File: src/rtl/pill_pkg.sv
// Shared types and BCD helpers for the pill feeder.
package pill_pkg;

    typedef enum logic [2:0] {
        IDLE,
        WAIT_BOTTLE,
        DISPENSE,
        ADVANCE,
        DONE
    } state_t;

    typedef struct packed {
        logic [3:0] h;
        logic [3:0] l;
    } bcd2_t;

    function automatic logic bcd_valid(bcd2_t v);
        return (v.h <= 4'd9) && (v.l <= 4'd9) && (v != '0);
    endfunction

    function automatic bcd2_t bcd_inc(bcd2_t v);
        bcd2_t r;
        r = v;
        if (v.l == 4'd9) begin
            r.l = 4'd0;
            r.h = (v.h == 4'd9) ? 4'd0 : v.h + 4'd1;
        end else begin
            r.l = v.l + 4'd1;
        end
        return r;
    endfunction

endpackage

File: src/rtl/pill_feeder_if.sv
// Control, settings and display bundle between the line and the feeder.
interface pill_feeder_if;

    logic       start;
    logic       stop;
    logic [3:0] maxL;
    logic [3:0] maxH;
    logic [3:0] bot_maxL;
    logic [3:0] bot_maxH;
    logic       bottle_ready;
    logic       pill;
    logic       advance_req;
    logic [3:0] pillL;
    logic [3:0] pillH;
    logic [3:0] seqL;
    logic [3:0] seqH;
    logic       busy;
    logic       done;

    modport master (
        output start, stop, maxL, maxH, bot_maxL, bot_maxH, bottle_ready,
        input  pill, advance_req, pillL, pillH, seqL, seqH, busy, done
    );

    modport slave (
        input  start, stop, maxL, maxH, bot_maxL, bot_maxH, bottle_ready,
        output pill, advance_req, pillL, pillH, seqL, seqH, busy, done
    );

endinterface

File: src/rtl/bcd_counter2.sv
// Two-digit BCD counter, 00..99, synchronous clear has priority over inc.
module bcd_counter2
    import pill_pkg::*;
(
    input  logic  CLK,
    input  logic  RST,
    input  logic  clr,
    input  logic  inc,
    output bcd2_t value
);

    always_ff @(posedge CLK or posedge RST) begin
        if (RST) begin
            value <= '0;
        end else if (clr) begin
            value <= '0;
        end else if (inc) begin
            value <= bcd_inc(value);
        end
    end

endmodule

File: src/rtl/pill_feeder.sv
// Chute controller: paced pill pulses per bottle, conveyor handshake,
// BCD pill/bottle counts and a programmed bottle limit.
module pill_feeder
    import pill_pkg::*;
#(
    parameter int unsigned GAP_CYCLES = 4
) (
    input logic          CLK,
    input logic          RST,
    pill_feeder_if.slave bus
);

    localparam logic [7:0] GAP_LOAD = 8'(GAP_CYCLES - 1);
    // One extra count while the bottle is missing, so the first edge that
    // sees it back starts the same full gap as after WAIT_BOTTLE.
    localparam logic [7:0] GAP_HOLD = 8'(GAP_CYCLES);

    state_t     state_q, state_d;
    logic [7:0] gap_q, gap_d;
    bcd2_t      tgt_pill_q, tgt_pill_d;
    bcd2_t      tgt_bot_q, tgt_bot_d;
    logic       pill_q, pill_d;
    logic       adv_q, adv_d;
    logic       busy_q, done_q;

    logic       pill_clr, pill_inc;
    logic       seq_clr, seq_inc;
    bcd2_t      pill_cnt, seq_cnt;
    bcd2_t      set_pill, set_bot;
    logic       start_ok;

    assign set_pill = {bus.maxH, bus.maxL};
    assign set_bot  = {bus.bot_maxH, bus.bot_maxL};
    assign start_ok = bus.start && bcd_valid(set_pill)
                      && bcd_valid(set_bot);

    always_comb begin
        state_d    = state_q;
        gap_d      = gap_q;
        tgt_pill_d = tgt_pill_q;
        tgt_bot_d  = tgt_bot_q;
        pill_d     = 1'b0;
        adv_d      = 1'b0;
        pill_clr   = 1'b0;
        pill_inc   = 1'b0;
        seq_clr    = 1'b0;
        seq_inc    = 1'b0;
        if (bus.stop) begin
            state_d = IDLE;
        end else begin
            unique case (state_q)
                IDLE, DONE: begin
                    if (start_ok) begin
                        tgt_pill_d = set_pill;
                        tgt_bot_d  = set_bot;
                        pill_clr   = 1'b1;
                        seq_clr    = 1'b1;
                        state_d    = WAIT_BOTTLE;
                    end
                end
                WAIT_BOTTLE: begin
                    if (bus.bottle_ready) begin
                        gap_d   = GAP_LOAD;
                        state_d = DISPENSE;
                    end
                end
                DISPENSE: begin
                    if (pill_cnt == tgt_pill_q) begin
                        seq_inc = 1'b1;
                        if (bcd_inc(seq_cnt) == tgt_bot_q) begin
                            state_d = DONE;
                        end else begin
                            state_d = ADVANCE;
                            adv_d   = 1'b1;
                        end
                    end else if (!bus.bottle_ready) begin
                        gap_d = GAP_HOLD;
                    end else if (gap_q == 8'd0) begin
                        pill_d   = 1'b1;
                        pill_inc = 1'b1;
                        gap_d    = GAP_LOAD;
                    end else begin
                        gap_d = gap_q - 8'd1;
                    end
                end
                ADVANCE: begin
                    if (!bus.bottle_ready) begin
                        pill_clr = 1'b1;
                        state_d  = WAIT_BOTTLE;
                    end else begin
                        adv_d = 1'b1;
                    end
                end
                default: state_d = IDLE;
            endcase
        end
    end

    always_ff @(posedge CLK or posedge RST) begin
        if (RST) begin
            state_q    <= IDLE;
            gap_q      <= '0;
            tgt_pill_q <= '0;
            tgt_bot_q  <= '0;
            pill_q     <= 1'b0;
            adv_q      <= 1'b0;
            busy_q     <= 1'b0;
            done_q     <= 1'b0;
        end else begin
            state_q    <= state_d;
            gap_q      <= gap_d;
            tgt_pill_q <= tgt_pill_d;
            tgt_bot_q  <= tgt_bot_d;
            pill_q     <= pill_d;
            adv_q      <= adv_d;
            busy_q     <= (state_d == WAIT_BOTTLE) || (state_d == DISPENSE)
                          || (state_d == ADVANCE);
            done_q     <= (state_d == DONE);
        end
    end

    bcd_counter2 u_pill_cnt (
        .CLK   (CLK),
        .RST   (RST),
        .clr   (pill_clr),
        .inc   (pill_inc),
        .value (pill_cnt)
    );

    bcd_counter2 u_seq_cnt (
        .CLK   (CLK),
        .RST   (RST),
        .clr   (seq_clr),
        .inc   (seq_inc),
        .value (seq_cnt)
    );

    assign bus.pill        = pill_q;
    assign bus.advance_req = adv_q;
    assign bus.pillL       = pill_cnt.l;
    assign bus.pillH       = pill_cnt.h;
    assign bus.seqL        = seq_cnt.l;
    assign bus.seqH        = seq_cnt.h;
    assign bus.busy        = busy_q;
    assign bus.done        = done_q;

endmodule

File: src/flat_wrapper.sv
// flat-port wrapper written by rule: the top's interface ports become plain ports
module pill_feeder_flat import pill_pkg::*;
#(
    parameter int unsigned GAP_CYCLES = 4
)
  (CLK, RST, bus_start, bus_stop, bus_maxL, bus_maxH, bus_bot_maxL, bus_bot_maxH, bus_bottle_ready, bus_pill, bus_advance_req, bus_pillL, bus_pillH, bus_seqL, bus_seqH, bus_busy, bus_done);
  pill_feeder_if bus_i ();
  input logic CLK;
  input logic RST;
  input wire logic [$bits(bus_i.start)-1:0] bus_start;
  input wire logic [$bits(bus_i.stop)-1:0] bus_stop;
  input wire logic [$bits(bus_i.maxL)-1:0] bus_maxL;
  input wire logic [$bits(bus_i.maxH)-1:0] bus_maxH;
  input wire logic [$bits(bus_i.bot_maxL)-1:0] bus_bot_maxL;
  input wire logic [$bits(bus_i.bot_maxH)-1:0] bus_bot_maxH;
  input wire logic [$bits(bus_i.bottle_ready)-1:0] bus_bottle_ready;
  output wire logic [$bits(bus_i.pill)-1:0] bus_pill;
  output wire logic [$bits(bus_i.advance_req)-1:0] bus_advance_req;
  output wire logic [$bits(bus_i.pillL)-1:0] bus_pillL;
  output wire logic [$bits(bus_i.pillH)-1:0] bus_pillH;
  output wire logic [$bits(bus_i.seqL)-1:0] bus_seqL;
  output wire logic [$bits(bus_i.seqH)-1:0] bus_seqH;
  output wire logic [$bits(bus_i.busy)-1:0] bus_busy;
  output wire logic [$bits(bus_i.done)-1:0] bus_done;
  assign bus_i.start = bus_start;
  assign bus_i.stop = bus_stop;
  assign bus_i.maxL = bus_maxL;
  assign bus_i.maxH = bus_maxH;
  assign bus_i.bot_maxL = bus_bot_maxL;
  assign bus_i.bot_maxH = bus_bot_maxH;
  assign bus_i.bottle_ready = bus_bottle_ready;
  assign bus_pill = bus_i.pill;
  assign bus_advance_req = bus_i.advance_req;
  assign bus_pillL = bus_i.pillL;
  assign bus_pillH = bus_i.pillH;
  assign bus_seqL = bus_i.seqL;
  assign bus_seqH = bus_i.seqH;
  assign bus_busy = bus_i.busy;
  assign bus_done = bus_i.done;
  pill_feeder #(.GAP_CYCLES(GAP_CYCLES)) u_core (.CLK(CLK), .RST(RST), .bus(bus_i));
endmodule
File: config.mk
export PLATFORM = sky130hd
export DESIGN_NAME = pill_feeder_flat
export DESIGN_NICKNAME = d
export VERILOG_FILES = /design/src/rtl/pill_pkg.sv /design/src/rtl/pill_feeder_if.sv /design/src/rtl/bcd_counter2.sv /design/src/rtl/pill_feeder.sv /design/src/flat_wrapper.sv
export SDC_FILE = /design/constraint.sdc
export NUM_CORES = 1
export LEC_CHECK = 0
export ABC_AREA = 1
export CAP_MARGIN = 10
export CORE_MARGIN = 2
export CORE_UTILIZATION = 50
export DETAILED_ROUTE_END_ITERATION = 10
export PLACE_DENSITY_LB_ADDON = 0.1
export SYNTH_ARGS = -nofsm -noshare
export SYNTH_HDL_FRONTEND = slang
export SYNTH_HIERARCHICAL = 1
export SYNTH_SLANG_ARGS = --single-unit
File: constraint.sdc
create_clock -name CLK -period 2.5 [get_ports CLK]
set_input_delay 0.5 -clock CLK [delete_from_list [all_inputs] [get_ports CLK]]
set_output_delay 0.5 -clock CLK [all_outputs]
set_load 0.03 [all_outputs]
==> flow_metrics.py <==
metrics = {
    "clock_network": {
        "path_clk_slew_ns": 0.09,
        "hold_buffers": 0,
        "cts_resized": 0,
        "cts_setup_buffers": 0,
        "clock-sinks": 47,
        "ctsHtreeMaxLevel": 2,
        "clock_tree.buffer_depth": 2,
        "cts_tree": "built",
        "cts_inserted_buffers": 5,
        "cts_root_buf": "clkbuf_8",
        "clk_latency_ns": 0.30,
    },
    "grt": {
        "grt-busiest-layer": "met2",
        "grt_pass1_vias": 2478,
        "grtUsageMet1_pct": 29.9,
        "grt_util_met3_pct": 4.07,
        "grt_pass1_wl_um": 11200,
        "grt_max_degree": 32,
        "grt_overflow": 0,
        "antenna_found_initial": 0,
        "grt_use_met2_pct": 35.8,
        "grt_use_total_pct": 21.9,
    },
    "worst_setup_path": {
        "worstSetupPathType": "flip-flop to output pin",
        "slowest_delay_ns": 0.76,
        "cp_slowest_cell": "clkdlybuf4s50_1",
        "critPathBufInv": 1,
        "cp_top_family": "buffers and inverters",
        "cp.arrival_ns": 1.68,
        "worstReg2RegEnd": "u_core/u_pill_cnt/value[4]",
        "critical_path_required_ns": 2.00,
        "r2r_cells": 8,
        "start_kind": "flip-flop",
        "critPathMaxFanout": 13,
        "worstSetupEndpointType": "output pin",
        "path_cells": "clkdlybuf4s50_1",
        "reg2reg_from": "u_core/state_q[2]",
        "reg2reg_slack_ns": 0.48,
    },
    "power": {
        "combPwrFrac_pct": 37.6,
        "power_mw": 2.86,
        "power.switching_mw": 1.14,
        "switching_share_pct": 39.8,
        "p_int_mw": 1.72,
        "ir_drop_v": 0.000597,
        "pwr-share-clk_pct": 20.4,
        "seq_power_share_pct": 42.0,
        "p_leak_nw": 1.89,
        "p_per_area_nw_per_um2": 787,
    },
    "logic_synthesis": {
        "synth.area.top_cells": "dfrtp_1, nand2_1, inv_1",
        "netlist_top_cells_count": "nand2_1, inv_1, dfrtp_1",
        "synth_top_area_share_pct": 39.1,
        "synthCells": 416,
        "post-synth-top-count-cell": "nand2_1",
        "synthMuxAreaShare_pct": 0,
        "yosysSeqAreaShare_pct": 39.1,
        "synth-simple-area-share_pct": 33.2,
        "synth_warnings": 6,
        "synthFlopType": "dfrtp_1",
        "synth_fp_nets": 447,
        "syn_area_per_cell_um2": 7.23,
        "synth_top_area_cell": "dfrtp_1",
        "synth_fa_ha_area_share_pct": 4.16,
        "postSynth.asyncResetShare_pct": 100,
        "synth_top_family_by_area": "simple AND/OR/NAND/NOR gates",
        "synth_edf_count": 0,
        "synth_cell_types": 31,
        "synth_compound_area_share_pct": 9.52,
        "yosys_register_bits": 47,
        "synth_xor_area_share_pct": 4.37,
        "syn-cell-area_um2": 3010,
    },
    "die": {
        "die_w_um": 81.6,
        "rows": 28,
        "coreArea_um2": 5850,
        "dieArea_um2": 6650,
        "io_pins": 41,
        "initial_utilization_pct": 51.4,
        "die_h_um": 81.6,
    },
    "layout": {
        "fillers": 569,
        "synthToLayoutAreaGrowth_pct": 20.9,
        "drive_above_1_share_pct": 9.25,
        "nets": 495,
        "final_cells": 540,
        "diodes": 0,
    },
    "detailed_routing": {
        "drtPass1Iterations": 4,
        "ant_nets": 0,
        "detail_route.wirelength_um": 6730,
        "vias": 2709,
        "via_per_inst": 5.02,
        "drc": 0,
        "drt-wirelength-per-cell_um": 12.5,
        "drt_iter0_drc": 202,
    },
    "job": {
        "drv_cap": 0,
    },
    "place": {
        "dp.cells": 532,
        "gp_congestion": 0.804,
        "portBuffers": 40,
        "pre_cts_slack_ns": 0.0538,
        "dp_hpwl_um": 5060,
    },
    "sta": {
        "rsz0062_at_grt": "false",
        "finClkSkew_ns": 0.00418,
        "period_minus_slack_ns": 2.18,
        "slew_violations": 0,
        "setup_slack_ns": 0.318,
        "tns_ns": 0,
        "max_freq_mhz": 458,
        "hold_violations": 0,
        "tightest_slew_ns": 0.444,
        "max-slew-margin-rel_pct": 70.4,
        "finalCritPeriodShare_pct": 87.3,
        "finalSetupViolCount": 0,
    },
    "min_path": {
        "hold_class": "input port to asynchronous set/reset pin",
    },
    "run_status": {
        "status": "finished, final reports clean",
    },
}
## through the flow
stage	hold slack, ns	utilization [%]	area, µm²
after global placement	0.482	60.2	3520
after CTS	0.515	62.2	3640
after detailed placement	0.492	60.2	3520
final	0.515	62.2	3640
after global routing	0.546	62.2	3640
after floorplan	0.316	-	3010
## kinds of logic after synthesis
group / Yosys count
AND/OR/NAND/NOR: 222
AO/OA/AOI/OAI: 47
adder cells (fa/ha/maj): 10
flip-flops: 47
XOR/XNOR: 15
buffers and inverters: 75
## layer usage
layer	share of wire, %	vias to the layer above
li1	-	1409
met2	45	57
met4	1.1	0
met3	4.1	7
met5	0	-
met1	50	1236
## placed cells by master, fill, tap and decap left out, types with 4 or more instances in the layout
cell,n
inv_1,63
nor3_1,10
nand3_1,37
nor2_1,32
xor2_1,15
a21oi_1,11
nand4_1,10
nand2_2,8
o21ai_0,17
buf_4,6
inv_2,7
ha_1,10
clkdlybuf4s50_1,40
o22ai_1,4
o21ai_1,7
nand2_1,113
dfrtp_1,47
clkbuf_8,6
## final cells by class
cell class / instances / area, µm² / area share, %
repair buffers: 46 / 445 / 12.2
well taps: 75 / 93.8 / 2.58
multi-input cells: 294 / 1540 / 42.4
clock buffers: 6 / 82.6 / 2.27
flip-flops and latches: 47 / 1180 / 32.3
inverters: 70 / 263 / 7.22
clock inverters: 2 / 35.0 / 0.963
## power by group through the flow
stage	Sequential [mW]	Clock [mW]	Combinational, mW
after floorplan	1.26	0	0.681
after global placement	1.20	0	1.05
after detailed placement	1.21	0	1.07
after CTS	1.20	0.604	1.08
after global routing	1.24	0.636	1.23
final	1.20	0.585	1.08
## worst max path at each step
stage                              start                    endpoint  depth (start not counted)
3_3_place_gp             bus_bot_maxH[1]  u_core/u_pill_cnt/value[3]                         12
2_1_floorplan                bus_maxL[1]  u_core/u_pill_cnt/value[3]                         12
4_1_cts        u_core/u_seq_cnt/value[0]                 bus_seqL[0]                          1
3_5_place_dp                 bus_maxL[1]  u_core/u_pill_cnt/value[2]                         13
5_1_grt                  bus_bot_maxH[1]  u_core/u_pill_cnt/value[4]                         13
6_report       u_core/u_seq_cnt/value[4]                 bus_seqH[0]                          1
## sequential cells by signal (all words and copies together), names as in the netlist
name,flops
u_core/bus.pill,1
u_core/bus.advance_req,1
u_core/gap_q,8
u_core/tgt_bot_q,8
u_core/state_q,3
u_core/bus.busy,1
u_core/tgt_pill_q,8
u_core/u_seq_cnt/value,8
u_core/u_pill_cnt/value,8
u_core/bus.done,1
(Power assumes the default switching activity.)
